$ cat config.mk
export PLATFORM = sky130hd
export DESIGN_NAME = uart_cmd_decoder
export DESIGN_NICKNAME = d
export VERILOG_FILES = /design/src/rtl/uart_cmd_decoder.sv
export SDC_FILE = /design/constraint.sdc
export NUM_CORES = 1
export LEC_CHECK = 0
export BUFFER_PORTS_ARGS = -buffer_cell sky130_fd_sc_hd__buf_2
export CORE_UTILIZATION = 40
export CTS_BUF_LIST = sky130_fd_sc_hd__clkbuf_8
export DETAILED_ROUTE_END_ITERATION = 7
export PLACE_DENSITY = 0.68
export SLEW_MARGIN = 20
export SYNTH_ARGS = -nofsm -noshare
export SYNTH_HDL_FRONTEND = slang
export SYNTH_SLANG_ARGS = --single-unit
$ cat constraint.sdc
create_clock -name clk -period 4.8 [get_ports clk]
set_input_delay 0.96 -clock clk [delete_from_list [all_inputs] [get_ports clk]]
set_output_delay 0.96 -clock clk [all_outputs]
set_load 0.02 [all_outputs]
$ cat src/rtl/uart_cmd_decoder.sv
// ASCII command decoder for the UART receive byte stream: single-letter control
// pulses (R/C/M) and an "S<digits><CR|LF>" decimal preload with an idle timeout.
module uart_cmd_decoder #(
    parameter int MAX_DIGITS     = 4,
    parameter int VALUE_W        = 14,
    parameter int TIMEOUT_CYCLES = 100_000_000
) (
    input  logic               clk,
    input  logic               rst,
    input  logic               rx_done,
    input  logic [7:0]         rx_data,
    output logic               o_run_stop,
    output logic               o_clear,
    output logic               o_mode,
    output logic               load_valid,
    output logic [VALUE_W-1:0] load_value,
    output logic               cmd_err,
    output logic               busy
);

    localparam int DCNT_W = $clog2(MAX_DIGITS + 1);
    localparam int TMO_W  = $clog2(TIMEOUT_CYCLES);
    localparam logic [DCNT_W-1:0] MAX_CNT  = DCNT_W'(MAX_DIGITS);
    localparam logic [TMO_W-1:0]  TMO_LAST = TMO_W'(TIMEOUT_CYCLES - 1);
    // Lower-case command letters, index 0 = run/stop, 1 = clear, 2 = mode
    localparam logic [23:0] CMD_LC = {8'h6D, 8'h63, 8'h72};

    typedef enum logic {IDLE, SET} state_t;

    state_t               state_reg, state_next;
    logic [VALUE_W-1:0]   acc_reg, acc_next;
    logic [DCNT_W-1:0]    dcnt_reg, dcnt_next;
    logic [TMO_W-1:0]     tmo_reg, tmo_next;
    logic [2:0]           pulse_reg, pulse_next;
    logic                 load_valid_reg, load_valid_next;
    logic [VALUE_W-1:0]   load_value_reg, load_value_next;
    logic                 err_reg, err_next;

    logic [7:0] lower;
    logic [2:0] cmd_hit;
    logic       is_digit, is_eol, is_space;

    // Folding bit 5 makes letter matches case-insensitive
    assign lower    = rx_data | 8'h20;
    assign is_digit = (rx_data >= 8'h30) && (rx_data <= 8'h39);
    assign is_eol   = (rx_data == 8'h0D) || (rx_data == 8'h0A);
    assign is_space = (rx_data == 8'h20);

    genvar gi;
    generate
        for (gi = 0; gi < 3; gi++) begin : g_cmd
            assign cmd_hit[gi] = (lower == CMD_LC[gi*8 +: 8]);
        end
    endgenerate

    always_comb begin
        state_next      = state_reg;
        acc_next        = acc_reg;
        dcnt_next       = dcnt_reg;
        tmo_next        = '0;
        pulse_next      = '0;
        load_valid_next = 1'b0;
        load_value_next = load_value_reg;
        err_next        = 1'b0;
        case (state_reg)
            IDLE: begin
                if (rx_done) begin
                    if (|cmd_hit) begin
                        pulse_next = cmd_hit;
                    end else if (lower == 8'h73) begin
                        state_next = SET;
                        acc_next   = '0;
                        dcnt_next  = '0;
                    end else if (!(is_eol || is_space)) begin
                        err_next = 1'b1;
                    end
                end
            end
            SET: begin
                if (rx_done) begin
                    // Any byte that is not an accepted digit ends the command
                    state_next = IDLE;
                    if (is_digit && (dcnt_reg < MAX_CNT)) begin
                        state_next = SET;
                        acc_next   = acc_reg * VALUE_W'(10) + VALUE_W'(rx_data[3:0]);
                        dcnt_next  = dcnt_reg + DCNT_W'(1);
                    end else if (is_eol && (dcnt_reg != '0)) begin
                        load_valid_next = 1'b1;
                        load_value_next = acc_reg;
                    end else begin
                        err_next = 1'b1;
                    end
                end else if (tmo_reg == TMO_LAST) begin
                    state_next = IDLE;
                    err_next   = 1'b1;
                end else begin
                    tmo_next = tmo_reg + TMO_W'(1);
                end
            end
            default: state_next = IDLE;
        endcase
    end

    always_ff @(posedge clk or negedge rst) begin
        if (!rst) begin
            state_reg      <= IDLE;
            acc_reg        <= '0;
            dcnt_reg       <= '0;
            tmo_reg        <= '0;
            pulse_reg      <= '0;
            load_valid_reg <= 1'b0;
            load_value_reg <= '0;
            err_reg        <= 1'b0;
        end else begin
            state_reg      <= state_next;
            acc_reg        <= acc_next;
            dcnt_reg       <= dcnt_next;
            tmo_reg        <= tmo_next;
            pulse_reg      <= pulse_next;
            load_valid_reg <= load_valid_next;
            load_value_reg <= load_value_next;
            err_reg        <= err_next;
        end
    end

    assign o_run_stop = pulse_reg[0];
    assign o_clear    = pulse_reg[1];
    assign o_mode     = pulse_reg[2];
    assign load_valid = load_valid_reg;
    assign load_value = load_value_reg;
    assign cmd_err    = err_reg;
    assign busy       = (state_reg == SET);

endmodule

==> summary.md <==
| Metric | Value |
|---|---|
| Die span in x | 98.8 um |
| Number of global-route vias before repair | 2,842 |
| Hold Path Class | register to register |
| Initial Utilization | 0.421 |
| DRC Markers | 0 |
| Synth area leaders | dfrtp_1 (43%), ha_1 (8.3%), xor2_1 (4.9%) |
| P_leak | 2.02 nW |
| Synth area leader | dfrtp_1 |
| Grt ovf | 0 |
| Total GRT Usage | 0.168 |
| Root Buffer | clkbuf_8 |
| Setup bufs post-CTS | 0 |
| Switch share | 0.221 |
| Synth warn | 0 |
| Post-synth EDFFs | 0 |
| Clk buf depth | 2 |
| Placer Congestion | 0.847 |
| Pin count of the biggest net entering global routing | 35 |
| PostCTS Resize Cnt | 0 |
| WS Path Type | register to register |
| Critical Path Start Type | register |
| Crit end category | register |
| Cell Pwr Density | 261 nW/um2 |
| Minimum clock period | 2.98 ns |
| Post-route antenna net violation count | 0 |
| Initial DRC Count | 117 |
| Status | finished, final reports clean |
| Final net count | 445 |
| CTS Hold Bufs | 0 |
| CTS Buf Count | 9 |
| DR pass1 iterations | 4 |
| Die ar. | 9760 um2 |
| Worst EP required | 5.06 ns |
| Synthesized Nets | 411 |
| I/O Buffers | 30 |
| Via density | 5.32 |
| Total Wirelength | 7.45 mm |
| Netlist cell types | 54 |
| Clock sink count | 64 |
| Fin crit share | 0.621 |
| Combinational power share | 0.036 |
| Reg power frac | 0.491 |
| Layout cell share with drive strength beyond 1 | 0.160 |
| CP max FO | 5 |
| CTS H-Tree Depth | 3 |
| Register Area | 1600 um2 |
| Antenna diode instance count | 0 |
| Sw Pwr | 0.244 mW |
| Max Cap Viol | 0 |
| Pint | 0.861 mW |
| Cell Rows | 34 |
| Area of the multi-input gates | 2050 um2 |
| Setup Skew | 0.00719 ns |
| Worst vdd ir | 0.171 mV |
| Max Slew Vio Count | 0 |
| Max reg flops | 27 |
| Routed vias | 2,767 |
| First-pass GRT wire length | 13.0 mm |
| Gate Count Post-Synth | 373 |
| Final setup viols | 0 |
| Sequential cell area fraction in the yosys report | 0.427 |
| CTS tree | done |
| Most used DFF post-synth | dfrtp_1 |
| Post-Syn Area | 3750 um2 |
| WL per Instance | 14.3 um |
| Post-synth ARST share | 1.00 |
| Final Util | 0.476 |
| Clk pin slew, worst setup/hold paths | 0.07 ns |
| Post-synth top area share | 0.427 |
| Antenna violations before repair | 0 |
| Chip Height | 98.8 um |
| Highest Clock Rate | 336 MHz |
| Post-Syn Area per Cell | 10.0 um2 |
| Fillers | 826 |
| RSZ-0062 raised after global routing | false |
| Area delta synth->final | 12.9% |
| Hold Vio Cnt, Final | 0 |
| #FFs+latches synth | 64 |
| Clock Power Share | 0.473 |
| Least-Margin Pin Slew | 0.781 ns |
| Fin Setup TNS | 0 ns |
| Worst-Skew Late Latency | 0.33 ns |
| Core Footprint | 8890 um2 |
| Worst path arrival time | 3.24 ns |
| IO Pins | 31 |
| Slew headroom | 0.478 |
| Detailed placement HPWL | 5.39 mm |
through the flow:
step	std cells	power (mW)	hold WS (ns)	cell area, um2	setup slack, ns
6_report	520	1.11	0.485	4230	1.82
5_1_grt	520	1.15	0.526	4230	1.60
4_1_cts	520	1.12	0.479	4230	1.82
3_5_place_dp	504	0.594	0.469	4000	1.83
3_3_place_gp	504	0.593	0.464	4000	1.91
2_1_floorplan	373	0.570	0.445	3750	2.09
final timing paths:
| path | startpoint | slack [ns] | end | cells after the start |
|---|---|---|---|---|
| worst max-delay path | acc_reg[1]$_DFFE_PN0P_ | 1.82 | acc_reg[13]$_DFFE_PN0P_ | 9 |
| worst min-delay path | tmo_reg[0]$_DFF_PN0_ | 0.49 | tmo_reg[0]$_DFF_PN0_ | 1 |
| worst max register to register | acc_reg[1]$_DFFE_PN0P_ | 1.82 | acc_reg[13]$_DFFE_PN0P_ | 9 |
| worst min register to register | tmo_reg[0]$_DFF_PN0_ | 0.49 | tmo_reg[0]$_DFF_PN0_ | 1 |
| max in group asynchronous | rst | 3.22 | load_value[13]$_DFFE_PN0P_ | 2 |
| min in group asynchronous | rst | 0.70 | load_value[5]$_DFFE_PN0P_ | 1 |
cells in the final DEF, fill, tap and decap left out, types with 3 or more instances in the layout:
master    count
dfrtp_1      64
o211ai_1      4
a21o_1        4
and3_1        6
xor2_1       21
nand3_1      33
o21ai_1       4
nand4_1       5
and2_1        4
mux2_1        9
o21ai_0      11
or3_1         3
and4_1        6
nand4b_1      3
mux2_2        5
nor3b_1       4
a21oi_1      12
clkbuf_8     10
ha_1         25
nor2_1       43
nand2_1      29
inv_1        13
xnor2_1      20
buf_2        30
worst max-delay path, stage by stage (launching register included):
cell and delay (ns):
dfrtp_1 0.45, ha_1 0.32, ha_1 0.25, fa_1 0.45
xor2_1 0.28, nand4_1 0.20, nor3_2 0.21, nand4b_1 0.16
or4_1 0.49, nand3_1 0.09
synth_stat cells (2+ instances only):
cell and n:
fa_1 2, a21oi_1 12, dfrtp_1 64, ha_1 25, mux2_1 9, nor4_1 2
nor2_1 43, or3_1 3, inv_1 13, buf_4 3, o211ai_1 4, nand2b_1 2
and3_1 6, or4_1 2, and2_1 4, o21ai_1 4, o21ai_0 11, nor3b_1 4
nand4_1 5, a21o_1 4, nor4bb_1 2, and4_1 6, nor3_1 2, buf_2 2
nand3_1 33, xor2_1 21, clkbuf_1 4, nand4b_1 3, nor2b_1 2, mux2_2 5
xnor2_1 20, nand2_1 29
logic make-up (layout without fill, tap and decap cells):
group | Yosys count | in the layout | share of synthesized area
mux | 14 | 14 | 0.0421
fa+ha+maj | 27 | 27 | 0.0942
xor+xnor | 42 | 42 | 0.100
buf+inv | 22 | 61 | 0.0257
flops | 64 | 64 | 0.427
compound gates | 49 | 49 | 0.0938
simple gates | 155 | 155 | 0.217
layout make-up:
cell class / instances / share of cell area
clock buffers: 10 / 0.0325
clock inverters: 6 / 0.0219
inverters: 13 / 0.0115
multi-input cells: 287 / 0.484
flip-flops and latches: 64 / 0.379
well taps: 108 / 0.0319
repair buffers: 32 / 0.0390
power groups by stage:
| stage | clock network [mW] | registers (mW) | logic [mW] |
|---|---|---|---|
| global placement | 0 | 0.553 | 0.0399 |
| finish | 0.523 | 0.543 | 0.0400 |
| global route | 0.558 | 0.542 | 0.0463 |
| CTS | 0.538 | 0.542 | 0.0412 |
| floorplan | 0 | 0.554 | 0.0161 |
| detailed placement | 0 | 0.553 | 0.0411 |
routing by layer:
metal / wire, um / track usage / part of all wire
met5: 0 / 0 / 0
met1: 3700 / 0.227 / 0.50
met4: 76 / 0.0712 / 0.010
met3: 224 / 0.0298 / 0.030
met2: 3450 / 0.268 / 0.46
Power figures use the tool's default switching activity.
